### config.mk
export PLATFORM = sky130hd
export DESIGN_NAME = aes_ct_out_stage
export DESIGN_NICKNAME = d
export VERILOG_FILES = /design/src/rtl/aes_pkg.sv /design/src/rtl/aes_ct_fifo.sv /design/src/rtl/aes_ct_out_stage.sv
export SDC_FILE = /design/constraint.sdc
export NUM_CORES = 1
export LEC_CHECK = 0
export CAP_MARGIN = 30
export CELL_PAD_IN_SITES_DETAIL_PLACEMENT = 2
export CELL_PAD_IN_SITES_GLOBAL_PLACEMENT = 2
export CORE_UTILIZATION = 40
export CTS_BUF_LIST = sky130_fd_sc_hd__clkbuf_8
export DETAILED_ROUTE_END_ITERATION = 7
export GPL_TIMING_DRIVEN = 0
export PLACE_DENSITY = 0.78
export SETUP_SLACK_MARGIN = 0.1
export SLEW_MARGIN = 10
export SYNTH_ARGS = -nofsm -noshare
export SYNTH_HDL_FRONTEND = slang
export SYNTH_SLANG_ARGS = --single-unit
### constraint.sdc
create_clock -name clk -period 6.5 [get_ports clk]
set_input_delay 0.65 -clock clk [delete_from_list [all_inputs] [get_ports clk]]
set_output_delay 0.65 -clock clk [all_outputs]
set_load 0.05 [all_outputs]
### src/rtl/aes_pkg.sv
// Shared AES pipeline constants and helpers.
// Imported by the ciphertext output stage and its FIFO.
package aes_pkg;

  localparam int AES_BLOCK_LENGTH = 128;
  localparam int AES_PIPE_LATENCY = 11;

  function automatic int clog2(input int v);
    int r;
    r = 0;
    for (int i = 0; i < 31; i++)
      if ((1 << i) < v) r = i + 1;
    return r;
  endfunction

endpackage

### src/rtl/aes_ct_fifo.sv
// Ciphertext FIFO: unreset storage, wrapping pointers, occupancy.
// Head data is read combinationally at the read pointer.
module aes_ct_fifo
  import aes_pkg::*;
#(
  parameter int W     = AES_BLOCK_LENGTH,
  parameter int DEPTH = 4
) (
  input  logic         clk,
  input  logic         rst,
  input  logic         wr,
  input  logic [W-1:0] wdata,
  input  logic         rd,
  output logic         empty,
  output logic [W-1:0] head
);

  localparam int PW = clog2(DEPTH);
  localparam int CW = clog2(DEPTH + 1);

  logic [W-1:0]  mem [DEPTH];
  logic [PW-1:0] wptr;
  logic [PW-1:0] rptr;
  logic [CW-1:0] occ;

  always_ff @(posedge clk)
    if (wr) mem[wptr] <= wdata;

  always_ff @(posedge clk or negedge rst) begin
    if (!rst) begin
      wptr <= '0;
      rptr <= '0;
      occ  <= '0;
    end else begin
      if (wr) wptr <= wptr + 1'b1;
      if (rd) rptr <= rptr + 1'b1;
      unique case ({wr, rd})
        2'b10:   occ <= occ + 1'b1;
        2'b01:   occ <= occ - 1'b1;
        default: occ <= occ;
      endcase
    end
  end

  assign empty = (occ == '0);
  assign head  = mem[rptr];

endmodule

### src/rtl/aes_ct_out_stage.sv
// AES-128 ciphertext output stage: valid pipe, credit flow control, FIFO.
// Define AES_CT_COUNT_EN to add the ct_count pop counter output.
module aes_ct_out_stage
  import aes_pkg::*;
#(
  parameter int BLOCK_LENGTH = AES_BLOCK_LENGTH,
  parameter int PIPE_LATENCY = AES_PIPE_LATENCY,
  parameter int FIFO_DEPTH   = 4
) (
  input  logic                    clk,
  input  logic                    rst,
  input  logic                    in_valid,
  output logic                    in_ready,
  input  logic [BLOCK_LENGTH-1:0] ct_in,
  output logic                    out_valid,
  input  logic                    out_ready,
  output logic [BLOCK_LENGTH-1:0] out_data,
  output logic                    drop_err
`ifdef AES_CT_COUNT_EN
  ,
  output logic [31:0]             ct_count
`endif
);

  localparam int CW = clog2(FIFO_DEPTH + 1);

  logic [PIPE_LATENCY-1:0] vpipe;
  logic [CW-1:0]           credits;
  logic                    accept;
  logic                    pop;
  logic                    ct_strobe;
  logic                    empty;

  assign accept    = in_valid && in_ready;
  assign pop       = out_valid && out_ready;
  assign ct_strobe = vpipe[PIPE_LATENCY-1];
  assign out_valid = !empty;
  // Registered credits only: no out_ready -> in_ready path
  assign in_ready  = (credits < CW'(FIFO_DEPTH));

  always_ff @(posedge clk or negedge rst) begin
    if (!rst) begin
      vpipe <= '0;
    end else begin
      for (int i = PIPE_LATENCY - 1; i > 0; i--)
        vpipe[i] <= vpipe[i-1];
      vpipe[0] <= accept;
    end
  end

  always_ff @(posedge clk or negedge rst) begin
    if (!rst) begin
      credits <= '0;
    end else begin
      unique case ({accept, pop})
        2'b10:   credits <= credits + 1'b1;
        2'b01:   credits <= credits - 1'b1;
        default: credits <= credits;
      endcase
    end
  end

  always_ff @(posedge clk or negedge rst) begin
    if (!rst)
      drop_err <= 1'b0;
    else if (in_valid && !in_ready)
      drop_err <= 1'b1;
  end

  aes_ct_fifo #(
    .W     (BLOCK_LENGTH),
    .DEPTH (FIFO_DEPTH)
  ) u_fifo (
    .clk   (clk),
    .rst   (rst),
    .wr    (ct_strobe),
    .wdata (ct_in),
    .rd    (pop),
    .empty (empty),
    .head  (out_data)
  );

`ifdef AES_CT_COUNT_EN
  logic [31:0] ct_cnt;

  always_ff @(posedge clk or negedge rst) begin
    if (!rst)
      ct_cnt <= '0;
    else if (pop)
      ct_cnt <= ct_cnt + 32'd1;
  end

  assign ct_count = ct_cnt;
`endif

endmodule

Word-level counts from Yosys, hierarchy flattened
Memory sizes are Yosys's and may differ from the RTL's.
Cells that the tools add are included.
{ "totals": {"wordCells": 30, "ramBits": 512, "input_bits": 132, "register_bits": 22, "n_memories": 1, "output_inout_bits": 131} }
{ "op_classes": {"add_sub_neg": 6, "mux": 4, "n_eq_ne": 4, "reduce_logical": 8, "n_lt_le_gt_ge": 1} }
{ "mem_list": {"columns": ["name", "depth", "width", "rd", "rd_ports_with_merged_regs", "write_ports", "line_no", "rtl"], "rows": [
  ["u_fifo.mem", 4, 128, 1, 0, 1, "aes_ct_fifo.sv:21", "logic [W-1:0] mem [DEPTH];"]
]} }
{ "ops": {"columns": ["cell", "n"], "rows": [
  ["3-bit one-hot mux with 2 select lines", 2],
  ["3-bit by 1-bit adder with 3-bit output (second input constant)", 2],
  ["3-bit by 1-bit subtractor with 3-bit output (second input constant)", 2],
  ["2-bit by 1-bit adder with 2-bit output (second input constant)", 2],
  ["2-bit by 1-bit == test with 1-bit output (second input constant)", 2],
  ["2-bit == test (second input constant)", 2],
  ["2-bit nonzero test", 2],
  ["1-bit logical AND", 3],
  ["3-bit logical NOT", 1],
  ["3-bit < comparator (second input constant)", 1],
  ["1-bit logical NOT", 2],
  ["1-bit 2-to-1 mux", 2]
]} }

Logic depth before layout (Yosys ltp)
{ "logic_depth": {"ltp_word": 5, "ltp_mapped": 8} }

Modules after synthesis
Synthesis repeated with hierarchy kept, for this count alone.
{ "unflattened": {"cells_unflattened": 736, "hier_area_um2": 19347.3} }
{ "modules_own_cells": {"columns": ["module", "area_per_inst_um2", "instances", "cells_each"], "rows": [
  ["aes_ct_fifo", 18859.3, 1, 705],
  ["aes_ct_out_stage", 488.0, 1, 31]
]} }

Least setup slack after synthesis
OpenSTA, ideal clock, no wires.
{ "synth_path": {"kind": "flip-flop to flip-flop", "startpoint": "register u_fifo.wptr[0]", "endpoint": "memory u_fifo.mem[0][0] (netlist name), enable pin", "setup_time_ns": 0.502, "required_ns": 5.998, "slack_ns": 2.440, "arrival_ns": 3.558, "stages_incl_launch_ff": 4, "n_path_buf": 0, "cell_sequence": "dfrtp_1 > inv_1 > ha_1 > and2_1"} }
{ "synth_lines": {"columns": ["item", "line_no", "rtl"], "rows": [
  ["start: declaration", "aes_ct_fifo.sv:22", "logic [PW-1:0] wptr;"],
  ["start signal: assignment", "aes_ct_fifo.sv:35", "if (wr) wptr <= wptr + 1'b1;"],
  ["end: declaration", "aes_ct_fifo.sv:21", null]
]} }
No word-level cell before the write port.

Worst setup path in the final report
{ "layout_path": {"startpoint": "register u_fifo.rptr[1]", "endpoint": "output out_data[74]"} }
{ "layout_between": {"elab_chain_cells": 1} }
{ "layout_lines": {"columns": ["item", "line_no", "rtl"], "rows": [
  ["start: declaration", "aes_ct_fifo.sv:23", "logic [PW-1:0] rptr;"],
  ["start signal: assignment", "aes_ct_fifo.sv:36", "if (rd) rptr <= rptr + 1'b1;"],
  ["memory 4 x 128 bit", null, null],
  ["end: declaration", "aes_ct_out_stage.sv:17", "output logic [BLOCK_LENGTH-1:0] out_data,"]
]} }
No other way between the ends.

==> out/metrics.cfg <==
[run_status]
status=finished, final reports clean

[power]
p_comb_frac=0.416
p_leak_uw=0.00810
pwr-share-seq=0.365
p_sw_uw=4610
clkPwrFrac=0.219
ir_drop_mv=0.321
power_switching_share=0.380
p_int_uw=7530
power_uw=12100
p_per_area_nw_per_um2=493

[floorplanning]
die_h_um=222
dieArea_sq_um=49300
io_pins=263
initial_utilization=0.405
core_sq_um=47700
die_x_um=222
rows=80

[synthesis]
yosys-top-cells-count=edfxtp_1, mux4_2, dfrtp_1, buf_2
synth-xor-area-share=0.00407
ys_ff_latch=534
ys_seq_area_frac=0.823
synth_top_area_frac=0.795
synthAdderAreaFrac=0.00595
syn-num-nets=875
syn_area_per_cell_sq_um=26.3
synth_edf_count=512
synth-simple-area-share=0.00278
yosys_warnings=0
yosysUniqueCellTypes=20
synth_area_sq_um=19300
syn_inst=735
synth_compound_area_frac=0.00136
muxShareOfSynthArea=0.150
synth.most_common_cell=edfxtp_1
yosysTopAreaCell=edfxtp_1
synth_top_family_by_area=multiplexers
ys.flop_type=edfxtp_1
synthArstFlopShare=0.0412
synthTopCellsByArea=edfxtp_1, mux4_2, dfrtp_1

[critical_path]
max_stage_delay_ns=0.87
reg2reg_depth=5
crit_chain=clkbuf_1, buf_6, buf_2, mux4_2, clkdlybuf4s50_1
crit_cells=5
timing.rr.end=u_fifo.mem[2][86]
crit_family=buffers and inverters
worstSetupPathType=register to output port
path_buf_inv=4
required_ns=5.85
endpoint_kind=output port
cp_max_fo=10
timing.rr.start=u_fifo.wptr[0]
cp_slowest_cell=clkdlybuf4s50_1
r2r_slack_ns=4.39
crit_end=out_data[74]
crit_path_start=u_fifo.rptr[1]
arrival_ns=3.10
crit_path_start_kind=register

[detailed_routing]
dr_total_vias=9056
totalWireLength_mm=45.9
firstDrtPassIters=6
drc=0
drt_iter0_markers=506
via_per_inst=5.07
wire_per_inst_um=25.7
drtAntennaViolNets=0

[global_route]
track_usage=0.192
grt.overflow.total=0
grt_pass1_vias=10566
grt_max_degree=49
grt_pass1_wl_mm=68.8
antenna_found_initial=5

[hold_path]
min_path_type=primary input to async pin

[clock_network]
cts_buffers=90
clk_pin_slew_ns=0.06
cts.path.max_buffers=3
insertion_delay_ns=0.66
cts-htree-levels=3
cts-root-buf=clkbuf_8
cts_resized=0
cts_tree=built
cts_hold_buffers=0
cts_setup_buffers=0
clock-sinks=534

[placed_design]
place_congestion=0.680
hpwl_mm=29.7
port_buffers=262

[final_layout]
nets=1242
multi_input_area_sq_um=3180
fillers=4042
seq_area_sq_um=15900
layout-drive-gt1-share=0.238
syn_to_final_growth_pct=27.3
final_util=0.516

[timing]
hold_slack_ns=0.224
fin_worst_skew_ns=0.0224
hold_viol=0
rsz0062_at_grt=no
setup_viol=0
tightest_slew_ns=0.817
min_period_ns=3.75
maxSlewViolCount=0
relSlewSlack=0.455
fmax_mhz=267
min_period_over_period=0.577

[flow_run]
maxCapViolations=0

## power by group through the flow
| stage | clock network (uW) | registers [uW] | logic (uW) |
|---|---|---|---|
| 6_report | 2660 | 4430 | 5050 |
| 5_1_grt | 2900 | 4470 | 5300 |
| 3_3_place_gp | 0 | 4580 | 4980 |
| 4_1_cts | 2770 | 4440 | 5170 |
| 2_1_floorplan | 0 | 4500 | 3430 |
| 3_5_place_dp | 0 | 4510 | 5150 |
## cell usage in the layout (no fill, tap or decap), types with 5 or more instances in the layout
master / Yosys / layout
clkinv_2: 0 / 10
clkdlybuf4s50_1: 0 / 262
buf_16: 0 / 7
clkbuf_8: 0 / 93
inv_1: 11 / 34
ha_1: 6 / 6
mux4_2: 128 / 128
buf_6: 11 / 12
clkinv_1: 0 / 29
dfrtp_1: 22 / 22
edfxtp_1: 512 / 512
buf_2: 15 / 15
xor2_1: 5 / 5
## worst reg2reg max path: stages (launching register included)
cell and delay (ns):
dfrtp_1 0.43, inv_1 0.11, ha_1 0.16, and2_4 0.43
buf_16 0.31, buf_16 0.28
## worst min path at each step
stage	startpoint	to	slack [ns]	cells past startpoint
2_1_floorplan	vpipe[9]	vpipe[10]	0.33	0
3_3_place_gp	vpipe[9]	vpipe[10]	0.33	0
3_5_place_dp	vpipe[7]	vpipe[8]	0.34	0
4_1_cts	vpipe[9]	vpipe[10]	0.35	0
5_1_grt	rst	credits[2]	0.17	1
6_report	rst	credits[2]	0.22	1
## registers in the layout, indices dropped and copies added, names as in the netlist
register     cells
u_fifo.mem     512
vpipe           11
credits          3
u_fifo.occ       3
u_fifo.rptr      2
u_fifo.wptr      2
drop_err         1
## stage by stage
stage / TNS [ns] / setup WS, ns / cell area (sq um) / instances
after floorplan: 0 / 2.44 / 19300 / 735
after global placement: -150.90 / -0.369 / 22700 / 1612
after detailed placement: 0 / 3.36 / 23000 / 1624
after CTS: 0 / 2.61 / 24600 / 1782
after global routing: 0 / 2.53 / 24600 / 1784
final: 0 / 2.75 / 24600 / 1785
## cell families after synthesis
logic type                 Yosys count
AOI/OAI and AO/OA                    4
xor gates and xnor gates             9
adders and majority gates            8
buffers and inverters               40
DFF                                534
muxes                              129
and+or+nand+nor                     11
## layout make-up
type	instances	share of cell area
antenna	2	0.000203
buffer	29	0.00869
clock buffer	93	0.0520
clock inverter	65	0.0118
inverter	11	0.00168
multi-input combinational	161	0.129
sequential	534	0.647
tap	615	0.0313
timing repair buffer	275	0.119
## metal layers
layer  routed length, um  up-vias  part of all wire  track usage
met2               23700      259              0.52        0.329
met3                2670       88             0.058       0.0608
met4                 920        6             0.020       0.0558
li1                    -     3901                 -            -
met5                  38        -           0.00083            0
met1               18500     4802              0.40        0.235
No activity file was read; power rests on OpenSTA's default activity.
==> patch: new RTL, same settings <==
Set the package constant `AES_BLOCK_LENGTH` to 512 (it was 128).
--- a/src/rtl/aes_pkg.sv
+++ b/src/rtl/aes_pkg.sv
@@ -4,3 +4,3 @@
 
-  localparam int AES_BLOCK_LENGTH = 128;
+  localparam int AES_BLOCK_LENGTH = 512;
   localparam int AES_PIPE_LATENCY = 11;
Ports: changed (resized ct_in and out_data); port bits go from 263 to 1031. The function was not compared with the original's and may differ.
==> patch against the unedited design <==
  * Routed wire length rose to 5.6 times the old value
  * Count of clock-buffer cells in the layout increased by 270
  * Final cell count increased to 3.9 times the old value
  * Fmax is 25% lower
  * Cell area increased to 3.9 times the old value
  * Global-route usage increased by 7.2 points
  * Total power grew to 4.1 times the old value
  * Area after synthesis rose to 3.9 times the old value
  * Largest power group unchanged
  * Critical endpoint is now out_data[130]
  * Sequential cell count increased by 1536
  * Critical path depth unchanged
  * Worst setup slack got worse by 1.3 ns
  * Die area increased to 3.8 times the old value
==> patch: results (changes against the unedited design) <==
| Metric | Value |
|---|---|
| Worst Hold Class | primary input to flop |
| Fraction of area in multi-input gates | 12.4% (-0.54 points) |
| WL/cell | 36.6 um (+43%) |
| Die area | 0.189 mm2 (+280%) |
| CTS sink cnt | 2070 (+290%) |
| Fraction of registers with async set/reset | 1.06% (-3.1 points) |
| Initial antenna violation count | 71 (+66) |
| Synth top cells by count | edfxtp_1 (2048), mux4_2 (512), buf_2 (54) |
| # fillers | 15500 (+280%) |
| Max rail drop VDD | 0.308 mV (-4.1%) |
| Clk_buf instances | 363 (+290%) |
| Inserted Clock Buffers | 354 (+290%) |
| Pleak | 0.0309 uW (+280%) |
| GRT Util Overall | 26.4% (+7.2 points) |
| Switching power | 20000 uW (+330%) |
| Worst-margin pin slew | 0.940 ns (+0.123 ns) |
| Share of post-route cells with drive strength above 1 | 24.3% (+0.48 points) |
| DP HPWL | 169000 um (+470%) |
| Largest net degree at the start of global routing | 51 (+4.1%) |
| Largest registers | u_fifo.mem x2048, vpipe x11 |
| Number of hold buffers added after cts | 1 (+1) |
| Layout clock area frac | 6.29% (-0.087 points) |
| Pre-antenna DRT Iters | 7 (+1) |
| Status | completed |
| Vias in the first global route | 42300 (+300%) |
| Layout Skew | 0.0686 ns (+0.0462 ns) |
| Buffering overhead | 13.1% (+0.32 points) |
| # diodes | 61 (+59) |
| Sequential share of cell area | 64.8% (+0.17 points) |
| Syn-to-layout area delta | 27.9% |
| H-tree depth | 5 (+2) |
| Vias/cell | 5.42 (+6.8%) |
| Final nets | 4700 (+280%) |
| Worst EP arrival | 4.36 ns (+1.26 ns) |
| Syn_nets | 3264 (+270%) |
| DR iter-0 viols | 3108 (+510%) |
| I/O Buffers | 1030 (+290%) |
| Dpl cell area | 0.0895 mm2 (+290%) |
| Multi-input logic cell count | 545 (+240%) |
| Clock Latency Late Sink | 1.10 ns (+0.44 ns) |
| Post-Place Worst Slack | 2.40 ns (-0.961 ns) |
| Sequential area share after synthesis | 83.0% (+0.65 points) |
[patch: cell count changes in the layout (fill, tap and decap cells not counted), sizes merged]
cell           before   now
diode               2    61
dlygate4sd3         0     1
clkinvlp            2     3
bufinv              1     4
mux4              128   512
inv                34   113
clkdlybuf4s50     262  1030
clkinv             39   122
buf                40   155
clkbuf             95   371
edfxtp            512  2048
[patch: kinds of logic after synthesis]
family	synth area share [%]
flip-flops	83.0
multiplexers	15.4
buffers and inverters	1.24
AND/OR/NAND/NOR	0.0719
XOR/XNOR	0.105
adder cells (fa/ha/maj)	0.154
AO/OA/AOI/OAI	0.0351
[patch: stage by stage]
stage	total power, uW	hold slack [ns]	std cells
2_1_floorplan	30800	0.331	2740
3_3_place_gp	38200	0.336	6250
3_5_place_dp	38700	0.340	6298
4_1_cts	49700	0.0677	6893
5_1_grt	50600	0.118	6950
6_report	49200	0.213	6955
[patch: path summary, 6_finish.rpt]
check | from | slack [ns] | to | depth (start not counted)
max in group asynchronous | rst | 5.48 | credits[0] | 3
worst max-delay path | u_fifo.rptr[1] | 1.49 | out_data[130] | 5
min in group asynchronous | rst | 0.53 | u_fifo.occ[1] | 2
worst min-delay path | ct_in[108] | 0.21 | u_fifo.mem[1][108] | 1
worst min register to register | vpipe[9] | 0.35 | vpipe[10] | 0
worst max register to register | u_fifo.wptr[1] | 3.22 | u_fifo.mem[1][343] | 8
[patch: metal layers]
layer  GRT usage [%]  routed length, um  up-vias  part of all wire [%]
li1                -                  -    15000                     -
met1            28.4              86600    20600                    34
met2            47.6             138000     1611                    54
met3            7.01              17100      514                   6.7
met4            13.4              12600       32                   4.9
met5               0                195        -                 0.077
